===== src/rtl/fir_mac_sequencer.sv =====
`default_nettype none
// ============================================================================
// Module   : fir_mac_sequencer
// Brief    : Time-multiplexed FIR engine. Stores each accepted sample in a
//            circular delay line, sweeps the external coefficient ROM with a
//            single signed MAC, then presents one shifted, saturated output
//            sample on a valid/ready handshake.
// Revision : 1.0 - initial release
// ============================================================================
module fir_mac_sequencer #(
    parameter int TAPS  = 32,
    parameter int AW    = 5,
    parameter int DW    = 16,
    parameter int CW    = 16,
    parameter int ACC_W = 40,
    parameter int SHIFT = 15
) (
    input  logic          clk,
    input  logic          rst_n,
    input  logic [DW-1:0] din,
    input  logic          din_valid,
    output logic          din_ready,
    output logic [AW-1:0] coef_addr,
    input  logic [CW-1:0] coef_data,
    output logic [DW-1:0] dout,
    output logic          dout_valid,
    input  logic          dout_ready,
    output logic          busy
);

    localparam logic [1:0] c_idle = 2'd0;
    localparam logic [1:0] c_mac  = 2'd1;
    localparam logic [1:0] c_out  = 2'd2;

    localparam int PW = DW + CW;

    // Saturation limits expressed at accumulator width so the compare is signed.
    localparam logic signed [ACC_W-1:0] c_sat_max = {{(ACC_W-DW+1){1'b0}}, {(DW-1){1'b1}}};
    localparam logic signed [ACC_W-1:0] c_sat_min = {{(ACC_W-DW+1){1'b1}}, {(DW-1){1'b0}}};
    localparam logic [AW-1:0]           c_last_tap = AW'(TAPS - 1);

    logic [1:0]              r_state;
    logic [AW-1:0]           r_wr_ptr;
    logic [AW-1:0]           r_newest;
    logic [AW-1:0]           r_tap;
    logic signed [ACC_W-1:0] r_acc;
    logic [DW-1:0]           r_buf [TAPS];
    logic [DW-1:0]           r_dout;
    logic                    r_dout_valid;

    logic                    w_accept;
    logic [AW-1:0]           w_rd_idx;
    logic signed [PW-1:0]    w_prod;
    logic signed [ACC_W-1:0] w_acc_next;
    logic signed [ACC_W-1:0] w_shifted;
    logic [DW-1:0]           w_sat;

    assign din_ready  = (r_state == c_idle);
    assign busy       = (r_state != c_idle);
    assign coef_addr  = (r_state == c_mac) ? r_tap : '0;
    assign dout       = r_dout;
    assign dout_valid = r_dout_valid;

    assign w_accept = (r_state == c_idle) && din_valid;

    // Walk backwards in time from the newest sample; index wraps mod TAPS.
    assign w_rd_idx   = r_newest - r_tap;
    assign w_prod     = $signed(r_buf[w_rd_idx]) * $signed(coef_data);
    assign w_acc_next = r_acc + {{(ACC_W-PW){w_prod[PW-1]}}, w_prod};
    assign w_shifted  = w_acc_next >>> SHIFT;

    // Clamp the truncated result into the signed output range.
    always_comb begin
        w_sat = w_shifted[DW-1:0];
        if (w_shifted > c_sat_max) begin
            w_sat = c_sat_max[DW-1:0];
        end else if (w_shifted < c_sat_min) begin
            w_sat = c_sat_min[DW-1:0];
        end
    end

    // Delay line: written only on an accepted sample, cleared only by reset.
    always_ff @(posedge clk or negedge rst_n) begin
        if (!rst_n) begin
            for (int i = 0; i < TAPS; i++) begin
                r_buf[i] <= '0;
            end
        end else if (w_accept) begin
            r_buf[r_wr_ptr] <= din;
        end
    end

    // Sequencer: accept sample, run TAPS MAC cycles, hold output until taken.
    always_ff @(posedge clk or negedge rst_n) begin
        if (!rst_n) begin
            r_state      <= c_idle;
            r_wr_ptr     <= '0;
            r_newest     <= '0;
            r_tap        <= '0;
            r_acc        <= '0;
            r_dout       <= '0;
            r_dout_valid <= 1'b0;
        end else begin
            case (r_state)
                c_idle: begin
                    if (din_valid) begin
                        r_newest <= r_wr_ptr;
                        r_wr_ptr <= r_wr_ptr + 1'b1;
                        r_tap    <= '0;
                        r_acc    <= '0;
                        r_state  <= c_mac;
                    end
                end
                c_mac: begin
                    r_acc <= w_acc_next;
                    r_tap <= r_tap + 1'b1;
                    if (r_tap == c_last_tap) begin
                        r_dout       <= w_sat;
                        r_dout_valid <= 1'b1;
                        r_state      <= c_out;
                    end
                end
                c_out: begin
                    if (dout_ready) begin
                        r_dout_valid <= 1'b0;
                        r_state      <= c_idle;
                    end
                end
                default: begin
                    r_state <= c_idle;
                end
            endcase
        end
    end

endmodule
`default_nettype wire


===== config.mk =====
export PLATFORM = sky130hd
export DESIGN_NAME = fir_mac_sequencer
export DESIGN_NICKNAME = d
export VERILOG_FILES = /design/src/rtl/fir_mac_sequencer.sv
export SDC_FILE = /design/constraint.sdc
export NUM_CORES = 2
export LEC_CHECK = 0
export ABC_AREA = 1
export CAP_MARGIN = 5
export CELL_PAD_IN_SITES_DETAIL_PLACEMENT = 1
export CELL_PAD_IN_SITES_GLOBAL_PLACEMENT = 1
export CORE_MARGIN = 5
export CORE_UTILIZATION = 25
export DETAILED_ROUTE_END_ITERATION = 10
export HOLD_SLACK_MARGIN = 0.12
export PLACE_DENSITY = 0.57
export SYNTH_ARGS = -nofsm -noshare
export SYNTH_HDL_FRONTEND = slang
export SYNTH_SLANG_ARGS = --single-unit

===== constraint.sdc =====
create_clock -name clk -period 11 [get_ports clk]
set_clock_uncertainty 0.1 [all_clocks]
set_input_delay 2.2 -clock clk [delete_from_list [all_inputs] [get_ports clk]]
set_output_delay 2.2 -clock clk [all_outputs]
set_load 0.005 [all_outputs]

==> flow_metrics.py <==
metrics = {
    "timing": {
        "relSlewSlack_pct": 22.6,
        "drv_slew": 0,
        "max_freq_mhz": 94.0,
        "final_hold_viol_count": 0,
        "worst_pin_slew_ns": 1.16,
        "setup_ws_ns": 0.362,
        "fin_crit_ns": 10.64,
        "setup_viol": 0,
        "whs_ns": 0.382,
        "fin_crit_sh_pct": 96.7,
        "tns_ns": 0,
    },
    "global_routing": {
        "grt_pass1_vias": 35800,
        "busiest_layer": "met2",
        "grt_use_met1_pct": 22.5,
        "antenna_found_initial": 1,
        "grt_overflow_total": 0,
        "grt_start_max_net_pins": 144,
        "grt_pass1_wl_um": 214000,
        "grt_util_met3_pct": 1.42,
        "track_usage_pct": 16.5,
        "use_met2_pct": 28.2,
    },
    "final_layout": {
        "seqCellArea_um2": 14700,
        "layout_commonest_cell": "nand2_1",
        "multiInputGateArea_um2": 21500,
        "syn2layout_area_growth_pct": 20.7,
        "fill_cells": 18500,
        "drive_gt1_share_pct": 13.5,
        "most-common-layout-cells": "975 x nand2_1, 695 x inv_1, 585 x dfrtp_1",
        "final_nets": 5540,
    },
    "worst_setup_path": {
        "slowest_delay_ns": 0.92,
        "startpoint_type": "flip-flop",
        "required_ns": 11.47,
        "crit_slowest_cell": "fa_4",
        "path_max_fanout": 8,
        "crit_top_cell": "nand2_1",
        "arrival_ns": 11.11,
        "critPathKind": "flip-flop to flip-flop",
        "setup.worst_path.end_class": "flip-flop",
    },
    "placement": {
        "pre_cts_ws_ns": -0.271,
        "gp_congestion": 0.845,
        "dpl.hpwl_um": 99100,
        "numPortBuffers": 59,
    },
    "synth": {
        "synthCells": 4930,
        "ys_seq_elements": 586,
        "yosys_warnings": 0,
        "syn-cell-area_um2": 39300,
        "ys_seq_area_share_pct": 37.3,
        "syn_avg_cell_area_um2": 7.98,
        "synthesis.nets": 5361,
        "netlist-cell-type-count": 52,
    },
    "floorplanning": {
        "start_util_pct": 25.2,
        "rows": 145,
        "dieArea_um2": 165000,
        "fp.coreArea_um2": 156000,
        "io_pins": 60,
        "die-height_um": 407,
        "dieWidth_um": 407,
    },
    "routing": {
        "drtIter0Drc": 1717,
        "drcViolationCount": 0,
        "avgRoutedWirePerCell_um": 19.1,
        "route.vias.total": 33300,
        "wirelength_um": 138000,
        "drt_pass1_iterations": 5,
        "vias_per_cell": 4.61,
        "ant_nets": 0,
    },
    "clock_tree": {
        "clock_sinks": 586,
        "cts_tree": "done",
        "cts-root-buf": "clkbuf_16",
        "ctsLongestPathBuffers": 3,
        "clkTransAtPathRegs_ns": 0.06,
        "ctsHtreeMaxLevel": 3,
        "clkLatencyLatePin_ns": 0.67,
        "cts_buffers": 71,
    },
    "flow_run": {
        "drv_cap": 0,
    },
    "worst_hold_path": {
        "hold_path.class": "flip-flop to flip-flop",
    },
    "run_status": {
        "status": "finished clean",
    },
}
[cell families after synthesis]
group / after synthesis / share of synthesized area [%]
compound gates: 1243 / 17.2
simple gates: 1613 / 16.3
fa+ha+maj: 395 / 17.6
mux: 1 / 0.0255
xor+xnor: 70 / 1.58
flops: 586 / 37.3
buf+inv: 1022 / 10.1
[metal layers]
layer	up-vias	share of wire (%)	wire length, um
met5	-	0	0
met4	0	1.7	2310
met3	109	2.6	3530
met2	398	48	66600
met1	16800	47	65400
li1	15900	-	-
[final timing paths]
kind                           from          to  slack (ns)  cells past startpoint
hold reg to reg            r_tap[3]    r_tap[3]        0.38                      1
hold / removal             r_tap[3]    r_tap[3]        0.38                      1
max in group asynchronous     rst_n  r_buf[194]        6.98                      3
setup / recovery           r_tap[0]     dout[4]        0.36                     54
min in group asynchronous     rst_n  r_buf[424]        1.54                      1
setup reg to reg           r_tap[0]     dout[4]        0.36                     54
[flip-flops by register name (all words and copies together), names as in the netlist]
register and cells:
r_tap 5, r_newest 5, r_acc 40, r_wr_ptr 5, r_buf 512, r_state 2
dout 16, dout_valid 1
[through the flow]
| step | util (%) | cell area [um2] | instances |
|---|---|---|---|
| 2_1_floorplan | - | 39300 | 4930 |
| 3_3_place_gp | 28.1 | 43800 | 7049 |
| 3_5_place_dp | 28.1 | 43800 | 7049 |
| 4_1_cts | 29.6 | 46300 | 7174 |
| 5_1_grt | 30.4 | 47500 | 7219 |
| 6_report | 30.4 | 47500 | 7219 |
[Yosys cell counts (all sizes together)]
| library cell | number | share of area [%] |
|---|---|---|
| a211oi | 16 | 0.31 |
| a21boi | 2 | 0.038 |
| a21o | 6 | 0.11 |
| a21oi | 516 | 6.7 |
| a22o | 17 | 0.38 |
| a22oi | 16 | 0.31 |
| a311o | 16 | 0.41 |
| a31oi | 5 | 0.080 |
| a32o | 16 | 0.41 |
| and3 | 2 | 0.032 |
| buf | 69 | 0.96 |
| clkbuf | 224 | 2.1 |
| clkinv | 3 | 0.029 |
| dfrtp | 586 | 37 |
| fa | 264 | 13 |
| ha | 131 | 4.2 |
| inv | 726 | 6.9 |
| mux2i | 1 | 0.025 |
| nand2 | 1026 | 10 |
| nand3 | 57 | 0.75 |
| nand3b | 1 | 0.019 |
| nand4 | 20 | 0.35 |
| nor2 | 490 | 4.8 |
| nor3 | 15 | 0.23 |
| nor3b | 1 | 0.019 |
| nor4 | 1 | 0.032 |
| o211ai | 17 | 0.32 |
| o21a | 1 | 0.019 |
| o21ai | 586 | 7.5 |
| o21bai | 9 | 0.17 |
| o22ai | 3 | 0.048 |
| o311ai | 16 | 0.36 |
| o31ai | 1 | 0.019 |
| xnor2 | 34 | 0.78 |
| xor2 | 36 | 0.80 |
[repair_timing]
item | 4_1_cts | 5_1_grt
setup endpoints to repair | 17 | 24
pin swaps | 1 | 65
resized for setup | 4 | 182
cloned | 0 | 7
hold endpoints to repair | 0 | 0
buffers inserted | 1 | 37
hold buffers | 0 | 0
[critical path, delay by kind of cell (launching register included)]
| family | cells | cell delay (ns) |
|---|---|---|
| AND/OR/NAND/NOR | 21 | 2.31 |
| buffers and inverters | 12 | 1.30 |
| AO/OA/AOI/OAI | 10 | 1.52 |
| flip-flops | 1 | 0.43 |
| adder cells (fa/ha/maj) | 10 | 4.62 |
| XOR/XNOR | 1 | 0.28 |
[cell type report]
class | instances | share of cell area [%]
Multi-Input combinational cell | 3323 | 45.3
Sequential cell | 586 | 30.9
Timing Repair Buffer | 397 | 7.54
Inverter | 729 | 5.83
Tap cell | 2058 | 5.42
Clock buffer | 106 | 4.38
Clock inverter | 18 | 0.656
Timing Repair inverter | 1 | 0.0184
Antenna cell | 1 | 0.00527
Power is not shown: default switching activity piles up to over one toggle a cycle in this logic, so the estimate is an artifact.
